--- config.mk ---
export PLATFORM = sky130hd
export DESIGN_NAME = cache_mem_arbiter_flat
export DESIGN_NICKNAME = d
export VERILOG_FILES = /design/src/rtl/cache_mem_arbiter_pkg.sv /design/src/rtl/cache_mem_arbiter_if.sv /design/src/rtl/cache_mem_arbiter.sv /design/src/flat_wrapper.sv
export SDC_FILE = /design/constraint.sdc
export NUM_CORES = 1
export LEC_CHECK = 0
export ABC_AREA = 1
export BUFFER_PORTS_ARGS = -buffer_cell sky130_fd_sc_hd__buf_2
export CAP_MARGIN = 10
export CORE_AREA = 2 2 539 541
export DETAILED_ROUTE_END_ITERATION = 6
export DIE_AREA = 0 0 541 543
export MAX_ROUTING_LAYER = met4
export PLACE_DENSITY = 0.31
export SETUP_SLACK_MARGIN = 0.5
export SLEW_MARGIN = 20
export SYNTH_ARGS = -nofsm -noshare
export SYNTH_HDL_FRONTEND = slang
export SYNTH_SLANG_ARGS = --single-unit
--- constraint.sdc ---
create_clock -name clk -period 1.8 [get_ports clk]
set_input_delay 0.36 -clock clk [delete_from_list [all_inputs] [get_ports clk]]
set_output_delay 0.36 -clock clk [all_outputs]
set_load 0.005 [all_outputs]
--- src/rtl/cache_mem_arbiter_pkg.sv ---
// Shared types for the I/D-cache to physical-memory line-port arbiter.
package cache_arb_pkg;

  localparam int ARB_ADDR_W = 32;
  localparam int ARB_LINE_W = 256;

  typedef enum logic [1:0] {
    IDLE    = 2'd0,
    SERVE_I = 2'd1,
    SERVE_D = 2'd2,
    DONE    = 2'd3
  } arb_state_e;

  typedef enum logic {
    REQ_I = 1'b0,
    REQ_D = 1'b1
  } requester_e;

  // 2-way round robin: on a tie the side that did not win last time goes next.
  function automatic requester_e pick_winner(input logic req_i, input logic req_d,
                                             input requester_e last_grant);
    requester_e w;
    if (req_i && req_d) begin
      w = (last_grant == REQ_I) ? REQ_D : REQ_I;
    end else if (req_d) begin
      w = REQ_D;
    end else begin
      w = REQ_I;
    end
    return w;
  endfunction

endpackage

--- src/rtl/cache_mem_arbiter_if.sv ---
// Line-port bundle between the two cache miss paths, the arbiter and physical memory.
interface cache_mem_arbiter_if #(
  parameter int ADDR_W = cache_arb_pkg::ARB_ADDR_W,
  parameter int LINE_W = cache_arb_pkg::ARB_LINE_W
);

  logic              i_pmem_read;
  logic [ADDR_W-1:0] i_pmem_address;
  logic [LINE_W-1:0] i_pmem_rdata;
  logic              i_pmem_resp;

  logic              d_pmem_read;
  logic              d_pmem_write;
  logic [ADDR_W-1:0] d_pmem_address;
  logic [LINE_W-1:0] d_pmem_wdata;
  logic [LINE_W-1:0] d_pmem_rdata;
  logic              d_pmem_resp;

  logic              pmem_read;
  logic              pmem_write;
  logic [ADDR_W-1:0] pmem_address;
  logic [LINE_W-1:0] pmem_wdata;
  logic [LINE_W-1:0] pmem_rdata;
  logic              pmem_resp;

  // Arbiter view.
  modport slave (
    input  i_pmem_read, i_pmem_address,
    input  d_pmem_read, d_pmem_write, d_pmem_address, d_pmem_wdata,
    input  pmem_rdata, pmem_resp,
    output i_pmem_rdata, i_pmem_resp,
    output d_pmem_rdata, d_pmem_resp,
    output pmem_read, pmem_write, pmem_address, pmem_wdata
  );

  // Environment view (caches plus memory).
  modport master (
    output i_pmem_read, i_pmem_address,
    output d_pmem_read, d_pmem_write, d_pmem_address, d_pmem_wdata,
    output pmem_rdata, pmem_resp,
    input  i_pmem_rdata, i_pmem_resp,
    input  d_pmem_rdata, d_pmem_resp,
    input  pmem_read, pmem_write, pmem_address, pmem_wdata
  );

endinterface

--- src/rtl/cache_mem_arbiter.sv ---
// Round-robin I/D-cache arbiter for one memory line port; strobe 1 cycle after grant, resp routed same cycle.
// Requesters hold their request until resp; one DONE bubble between transactions, never aborts except on reset.
module cache_mem_arbiter
  import cache_arb_pkg::*;
#(
  parameter int ADDR_W = ARB_ADDR_W,
  parameter int LINE_W = ARB_LINE_W
) (
  input logic                clk,
  input logic                rst_n,
  cache_mem_arbiter_if.slave bus
);

  arb_state_e        state;
  arb_state_e        state_nxt;
  requester_e        last_grant;
  requester_e        winner;
  logic              req_i;
  logic              req_d;
  logic              grant;
  logic              op_write;
  logic [ADDR_W-1:0] addr_q;
  logic [LINE_W-1:0] wdata_q;

  always_comb begin
    req_i  = bus.i_pmem_read;
    req_d  = bus.d_pmem_read | bus.d_pmem_write;
    winner = pick_winner(req_i, req_d, last_grant);
    grant  = (state == IDLE) && (req_i || req_d);
  end

  always_ff @(posedge clk or negedge rst_n) begin
    if (!rst_n) begin
      state <= IDLE;
    end else begin
      state <= state_nxt;
    end
  end

  always_comb begin
    state_nxt = state;
    case (state)
      IDLE: begin
        if (grant) begin
          state_nxt = (winner == REQ_I) ? SERVE_I : SERVE_D;
        end
      end
      SERVE_I, SERVE_D: begin
        if (bus.pmem_resp) begin
          state_nxt = DONE;
        end
      end
      DONE:    state_nxt = IDLE;
      default: state_nxt = IDLE;
    endcase
  end

  // Request fields are captured only on the grant edge, so requester changes mid-serve are invisible.
  always_ff @(posedge clk or negedge rst_n) begin
    if (!rst_n) begin
      last_grant <= REQ_D;
      op_write   <= 1'b0;
      addr_q     <= '0;
      wdata_q    <= '0;
    end else if (grant) begin
      last_grant <= winner;
      if (winner == REQ_I) begin
        op_write <= 1'b0;
        addr_q   <= bus.i_pmem_address;
      end else begin
        op_write <= bus.d_pmem_write;
        addr_q   <= bus.d_pmem_address;
        wdata_q  <= bus.d_pmem_wdata;
      end
    end
  end

  always_comb begin
    bus.pmem_read    = (state == SERVE_I) || ((state == SERVE_D) && !op_write);
    bus.pmem_write   = (state == SERVE_D) && op_write;
    bus.pmem_address = addr_q;
    bus.pmem_wdata   = wdata_q;
    bus.i_pmem_resp  = (state == SERVE_I) && bus.pmem_resp;
    bus.d_pmem_resp  = (state == SERVE_D) && bus.pmem_resp;
    bus.i_pmem_rdata = bus.pmem_rdata;
    bus.d_pmem_rdata = bus.pmem_rdata;
  end

  // Simultaneous refill and writeback from the D side is illegal; the write wins if it happens.
  rw_exclusive: assert property (@(posedge clk) disable iff (!rst_n)
                                 !(bus.d_pmem_read && bus.d_pmem_write));

endmodule

--- src/flat_wrapper.sv ---
// flat-port wrapper written by rule: the top's interface ports become plain ports
module cache_mem_arbiter_flat import cache_arb_pkg::*;
#(
  parameter int ADDR_W = ARB_ADDR_W,
  parameter int LINE_W = ARB_LINE_W
)
  (clk, rst_n, bus_i_pmem_read, bus_i_pmem_address, bus_d_pmem_read, bus_d_pmem_write, bus_d_pmem_address, bus_d_pmem_wdata, bus_pmem_rdata, bus_pmem_resp, bus_i_pmem_rdata, bus_i_pmem_resp, bus_d_pmem_rdata, bus_d_pmem_resp, bus_pmem_read, bus_pmem_write, bus_pmem_address, bus_pmem_wdata);
  cache_mem_arbiter_if #(.ADDR_W(ADDR_W), .LINE_W(LINE_W)) bus_i ();
  input logic clk;
  input logic rst_n;
  input wire logic [$bits(bus_i.i_pmem_read)-1:0] bus_i_pmem_read;
  input wire logic [$bits(bus_i.i_pmem_address)-1:0] bus_i_pmem_address;
  input wire logic [$bits(bus_i.d_pmem_read)-1:0] bus_d_pmem_read;
  input wire logic [$bits(bus_i.d_pmem_write)-1:0] bus_d_pmem_write;
  input wire logic [$bits(bus_i.d_pmem_address)-1:0] bus_d_pmem_address;
  input wire logic [$bits(bus_i.d_pmem_wdata)-1:0] bus_d_pmem_wdata;
  input wire logic [$bits(bus_i.pmem_rdata)-1:0] bus_pmem_rdata;
  input wire logic [$bits(bus_i.pmem_resp)-1:0] bus_pmem_resp;
  output wire logic [$bits(bus_i.i_pmem_rdata)-1:0] bus_i_pmem_rdata;
  output wire logic [$bits(bus_i.i_pmem_resp)-1:0] bus_i_pmem_resp;
  output wire logic [$bits(bus_i.d_pmem_rdata)-1:0] bus_d_pmem_rdata;
  output wire logic [$bits(bus_i.d_pmem_resp)-1:0] bus_d_pmem_resp;
  output wire logic [$bits(bus_i.pmem_read)-1:0] bus_pmem_read;
  output wire logic [$bits(bus_i.pmem_write)-1:0] bus_pmem_write;
  output wire logic [$bits(bus_i.pmem_address)-1:0] bus_pmem_address;
  output wire logic [$bits(bus_i.pmem_wdata)-1:0] bus_pmem_wdata;
  assign bus_i.i_pmem_read = bus_i_pmem_read;
  assign bus_i.i_pmem_address = bus_i_pmem_address;
  assign bus_i.d_pmem_read = bus_d_pmem_read;
  assign bus_i.d_pmem_write = bus_d_pmem_write;
  assign bus_i.d_pmem_address = bus_d_pmem_address;
  assign bus_i.d_pmem_wdata = bus_d_pmem_wdata;
  assign bus_i.pmem_rdata = bus_pmem_rdata;
  assign bus_i.pmem_resp = bus_pmem_resp;
  assign bus_i_pmem_rdata = bus_i.i_pmem_rdata;
  assign bus_i_pmem_resp = bus_i.i_pmem_resp;
  assign bus_d_pmem_rdata = bus_i.d_pmem_rdata;
  assign bus_d_pmem_resp = bus_i.d_pmem_resp;
  assign bus_pmem_read = bus_i.pmem_read;
  assign bus_pmem_write = bus_i.pmem_write;
  assign bus_pmem_address = bus_i.pmem_address;
  assign bus_pmem_wdata = bus_i.pmem_wdata;
  cache_mem_arbiter #(.ADDR_W(ADDR_W), .LINE_W(LINE_W)) u_core (.clk(clk), .rst_n(rst_n), .bus(bus_i));
endmodule
# ---- Yosys cells after proc, flatten, opt, wreduce, memory -nomap -nowiden
# Cells that the tools add are included.
dict set report word_totals {
  reg_bits 292
  inputBits 582
}
dict set report classes {
  n_eq_ne 5
  n_mux 9
  n_bitwise 1
  reduce_logical 13
}
# operator count
set ops {}
lappend ops {{$mux 32} 1}
lappend ops {{$logic_and 1x1->1} 6}
lappend ops {{$mux 2} 3}
lappend ops {{$pmux 2 s3} 1}
lappend ops {{$eq 2x2->1 const B} 2}
lappend ops {{$mux 1} 4}
lappend ops {{$reduce_and 2->1} 2}
lappend ops {{$eq 2x1->1 const B} 1}
lappend ops {{$logic_not 2->1} 1}
lappend ops {{$logic_or 1x1->1} 2}
lappend ops {{$ne 2x1->1 const B} 1}
lappend ops {{$ne 2x2->1 const B} 1}
lappend ops {{$reduce_or 2->1} 1}
lappend ops {{$logic_not 1->1} 1}
lappend ops {{$or 1x1->1} 1}

# ---- Logic depth before layout (Yosys ltp)
dict set report depth {
  word_depth 6
  ltp_mapped 8
}

# ---- Worst setup path before layout
# Ideal clock, no wire load.
dict set report synth_timing {
  path_type {register to register}
  startpoint {register u_core.state[0]}
  endpoint {register u_core.addr_q[10] (netlist: u_core.bus.pmem_address[10])}
  setup_time_ns 0.066
  arrival_ns 1.386
  required_time_ns 1.734
  path_slack_ns 0.349
  path_stages_with_launch 8
  period_less_slack_ns 1.451
  cell_sequence {dfrtp_1 -> inv_1 -> ha_1 -> inv_1 -> a21oi_1 -> clkbuf_1 -> nand2_1 -> nand2_1}
}
dict set report synth_between {
  elab_chain_cells 2
}
# item line_no
set synth_rtl {}
lappend synth_rtl {{start, declared} cache_mem_arbiter.sv:14} ;# arb_state_e state;
lappend synth_rtl {{start signal, assigned} cache_mem_arbiter.sv:36} ;# state <= state_nxt;
lappend synth_rtl {{$logic_not 2->1} cache_mem_arbiter.sv:29} ;# grant = (state == IDLE) && (req_i || req_d);
lappend synth_rtl {{$logic_and 1x1->1} cache_mem_arbiter.sv:29}
lappend synth_rtl {{end signal, assigned} cache_mem_arbiter.sv:69} ;# addr_q <= bus.i_pmem_address;
lappend synth_rtl {{end signal, assigned} cache_mem_arbiter.sv:72} ;# addr_q <= bus.d_pmem_address;
lappend synth_rtl {{end, declared} cache_mem_arbiter.sv:22} ;# logic [ADDR_W-1:0] addr_q;
# Every way passes these cells.
# A chain may end at the register's enable or synchronous reset.

# ---- Final worst setup path
dict set report layout_timing {
  startpoint {register u_core.state[1]}
  endpoint {output port bus_pmem_read}
}
dict set report layout_between {
  elab_chain_cells 3
  word_cells_on_any_way 4
}
# item line_no
set layout_rtl {}
lappend layout_rtl {{$eq 2x2->1} cache_mem_arbiter.sv:79} ;# bus.pmem_read = (state == SERVE_I) || ((state == SERVE_D) && !op_write);
lappend layout_rtl {{$logic_and 1x1->1} cache_mem_arbiter.sv:79}
lappend layout_rtl {{$logic_or 1x1->1 (*)} cache_mem_arbiter.sv:79}
lappend layout_rtl {{end, declared} flat_wrapper.sv:23} ;# output wire logic [$bits(bus_i.pmem_read)-1:0] bus_pmem_read;
# Every way passes the cells marked *; elsewhere a longest branch is shown, timed or not.

==> impl_metrics.py <==
metrics = {
    "synthesis": {
        "synth.yosys.seq_area_share": 0.4724,
        "synthDistinctLibCells": 21,
        "synth-edff-count": 0,
        "synth_area_leaders": "dfrtp_1 47%, buf_4 26%, nand2_1 23%",
        "synth_common_cells": "934 x nand2_1, 537 x buf_4, 291 x dfrtp_1",
        "yosys_warnings": 0,
        "ys_async_sr_fraction": 1.000,
        "yosysTopAreaCell": "dfrtp_1",
        "synthesis.area_um2": 15470,
        "yosys.cell_count.top_type": "nand2_1",
        "synth_seq_cells": 292,
        "yosys.area.top_type_share": 0.4707,
        "syn_inst": 1882,
        "synth_flop_cell": "dfrtp_1",
        "syn_nets": 2468,
        "syn_avg_cell_area_um2": 8.220,
    },
    "clock_network": {
        "cts_buffers": 42,
        "htree_levels": 2,
        "clk_pin_slew_ns": 0.06,
        "clockRootBuffer": "clkbuf_16",
        "cts_buffer_depth": 3,
        "cts.sinks": 292,
        "cts_tree": "built",
        "clock_latency_ns": 0.69,
    },
    "layout": {
        "final_util": 0.09610,
        "drive_above_1_share": 0.4242,
        "final_nets": 2986,
        "fin_cells": 6226,
        "areaGrowthSynthToFinish_pct": 78.53,
    },
    "sta": {
        "slew_violations": 0,
        "hold_viol": 0,
        "fin_crit_ns": 1.972,
        "rsz0062_at_grt": "true",
        "fin_ws_ns": -0.1722,
        "setup_viol": 120,
        "fmax_ghz": 0.5071,
        "final.period_utilization": 1.096,
        "fin_tns_setup_ns": -7.439,
        "slew_headroom": 0.6712,
        "worst_pin_slew_ns": 0.4931,
        "fin_worst_skew_ns": 0.07326,
    },
    "floorplan": {
        "dieArea_um2": 293800,
        "start_util": 0.05383,
        "fp.dieW_um": 541,
        "die_y_um": 543,
        "core_um2": 287400,
        "io_pins": 1386,
        "rows": 197,
    },
    "placement": {
        "gp_congestion": 0.8554,
        "dp_hpwl_um": 150500,
        "io_buffers": 617,
        "dp.cells": 5757,
    },
    "route": {
        "dr.pass1.iters": 5,
        "drc": 0,
        "vias": 14580,
        "avgViaCountPerCell": 2.342,
        "wl_per_cell_um": 28.77,
        "wirelength_um": 179100,
        "drt_iter0_markers": 804,
        "ant_nets": 0,
    },
    "run_status": {
        "status": "complete, but fails checks",
        "violations": "setup timing",
    },
    "grt": {
        "grt_pass1_vias": 15180,
        "gr-total-overflow": 0,
        "grt_start_max_net_pins": 38,
        "antenna_found_initial": 51,
        "track_usage": 0.1197,
        "grt_pass1_wl_um": 210900,
    },
    "worst_hold_path": {
        "holdCritPathClass": "in -> reg",
        "hold_depth": 3,
    },
    "critical_path": {
        "path_class": "reg -> out",
        "slowest_delay_ns": 0.42,
        "path_cells": "inv_2, ha_2, o21bai_4, buf_12",
        "reg2regPathDepth": 11,
        "cp.required_ns": 1.44,
        "cpMaxStageDelayCell": "dfrtp_1",
        "worst_setup_path_end_kind": "primary output",
        "cp_max_fo": 3,
        "start_kind": "flip-flop",
        "worstPathArrival_ns": 1.61,
    },
    "power_and_ir_drop": {
        "p_leak_uw": 0.01289,
        "power_uw": 47890,
        "ir_drop_v": 0.0006974,
        "power_per_cell_area_nw_per_um2": 1734,
    },
    "job": {
        "drv_cap": 0,
    },
}
## placed cells by master, fill, tap and decap left out, types with 4 or more instances in the layout
cell type,instances
nand2_1,789
buf_2,523
dfrtp_1,285
dlygate4sd3_1,262
nand2_2,116
buf_6,99
buf_4,58
clkbuf_16,54
buf_16,46
nand3_1,34
buf_12,32
nand2_4,21
buf_8,21
inv_1,14
diode_2,12
nand2_8,10
clkbuf_8,8
clkbuf_1,8
bufinv_16,7
nand3b_1,6
dfrtp_2,6
inv_2,5
clkinv_2,4
## sequential cells by signal, indices dropped and copies added (netlist names)
name and count:
u_core.bus.pmem_wdata 256, u_core.bus.pmem_address 32, u_core.state 2, u_core.last_grant 1, u_core.op_write 1
## metal layers
| layer | GRT usage | vias up | wire length, µm |
|---|---|---|---|
| li1 | - | 6244 | - |
| met1 | 0.08905 | 6595 | 47690 |
| met2 | 0.1830 | 1449 | 79040 |
| met3 | 0.1408 | 294 | 46810 |
| met4 | 0.02986 | 0 | 5565 |
| met5 | - | - | 0 |
## timing repair
action / CTS / global route
hold buffers: 262 / 0
hold endpoints to repair: 395 / 0
gates resized for setup: 356 / 156
endpoints found under the setup margin: 580 / 584
cloned: 42 / 11
pin swaps: 4 / 6
setup buffers: 53 / 12
## cells by family (layout without fill, tap and decap cells)
group                      count (synthesis)  in the layout  share of synthesized area
DFF                                      292            292                     0.4724
other                                      0             12                          0
AOI/OAI and AO/OA                          5              5                   0.002021
adders and majority gates                  4              4                   0.003235
and+or+nand+nor                          978            978                     0.2422
buffers and inverters                    603           1154                     0.2801
## cell type report
type	instances	area (µm²)
multi-input combinational	987	4488
timing repair inverter	2	50.05
antenna	12	30.03
sequential	292	7316
tap	3781	4731
fill	33470	259800
timing repair buffer	1055	9385
inverter	20	101.3
clock inverter	18	301.5
clock buffer	59	1216
## worst max-delay path, delay by kind of cell, from the launching register on
family | cells | cell delay, ns
adders and majority gates | 1 | 0.18
buffers and inverters | 2 | 0.20
DFF | 1 | 0.42
AOI/OAI and AO/OA | 1 | 0.18
## stage by stage
stage	setup slack, ns	hold slack [ns]	cell area (µm²)
finish	-0.1722	0.04216	27620
global route	-0.2835	0.008532	27600
CTS	-0.2653	0.001920	26660
detailed placement	0.01907	0.3010	19770
global placement	0.03145	0.3012	19770
floorplan	0.5142	0.06441	15510
## worst paths after layout
check,slack [ns],from,endpoint
max,-0.17,u_core.state[1],bus_pmem_read
min,0.04,bus_d_pmem_wdata[255],u_core.bus.pmem_wdata[255]
max reg2reg,-0.10,u_core.state[1],u_core.bus.pmem_wdata[85]
min reg2reg,0.47,u_core.bus.pmem_wdata[93],u_core.bus.pmem_wdata[93]
max in group asynchronous,0.82,rst_n,u_core.bus.pmem_wdata[123]
min in group asynchronous,0.20,rst_n,u_core.bus.pmem_wdata[21]
## power breakdown
part / switching, µW / internal, µW
combinational: 14700 / 11400
clock: 3890 / 5740
sequential: 2350 / 9830
total: 20900 / 27000
Note: power is estimated with default switching activity, not from simulation.
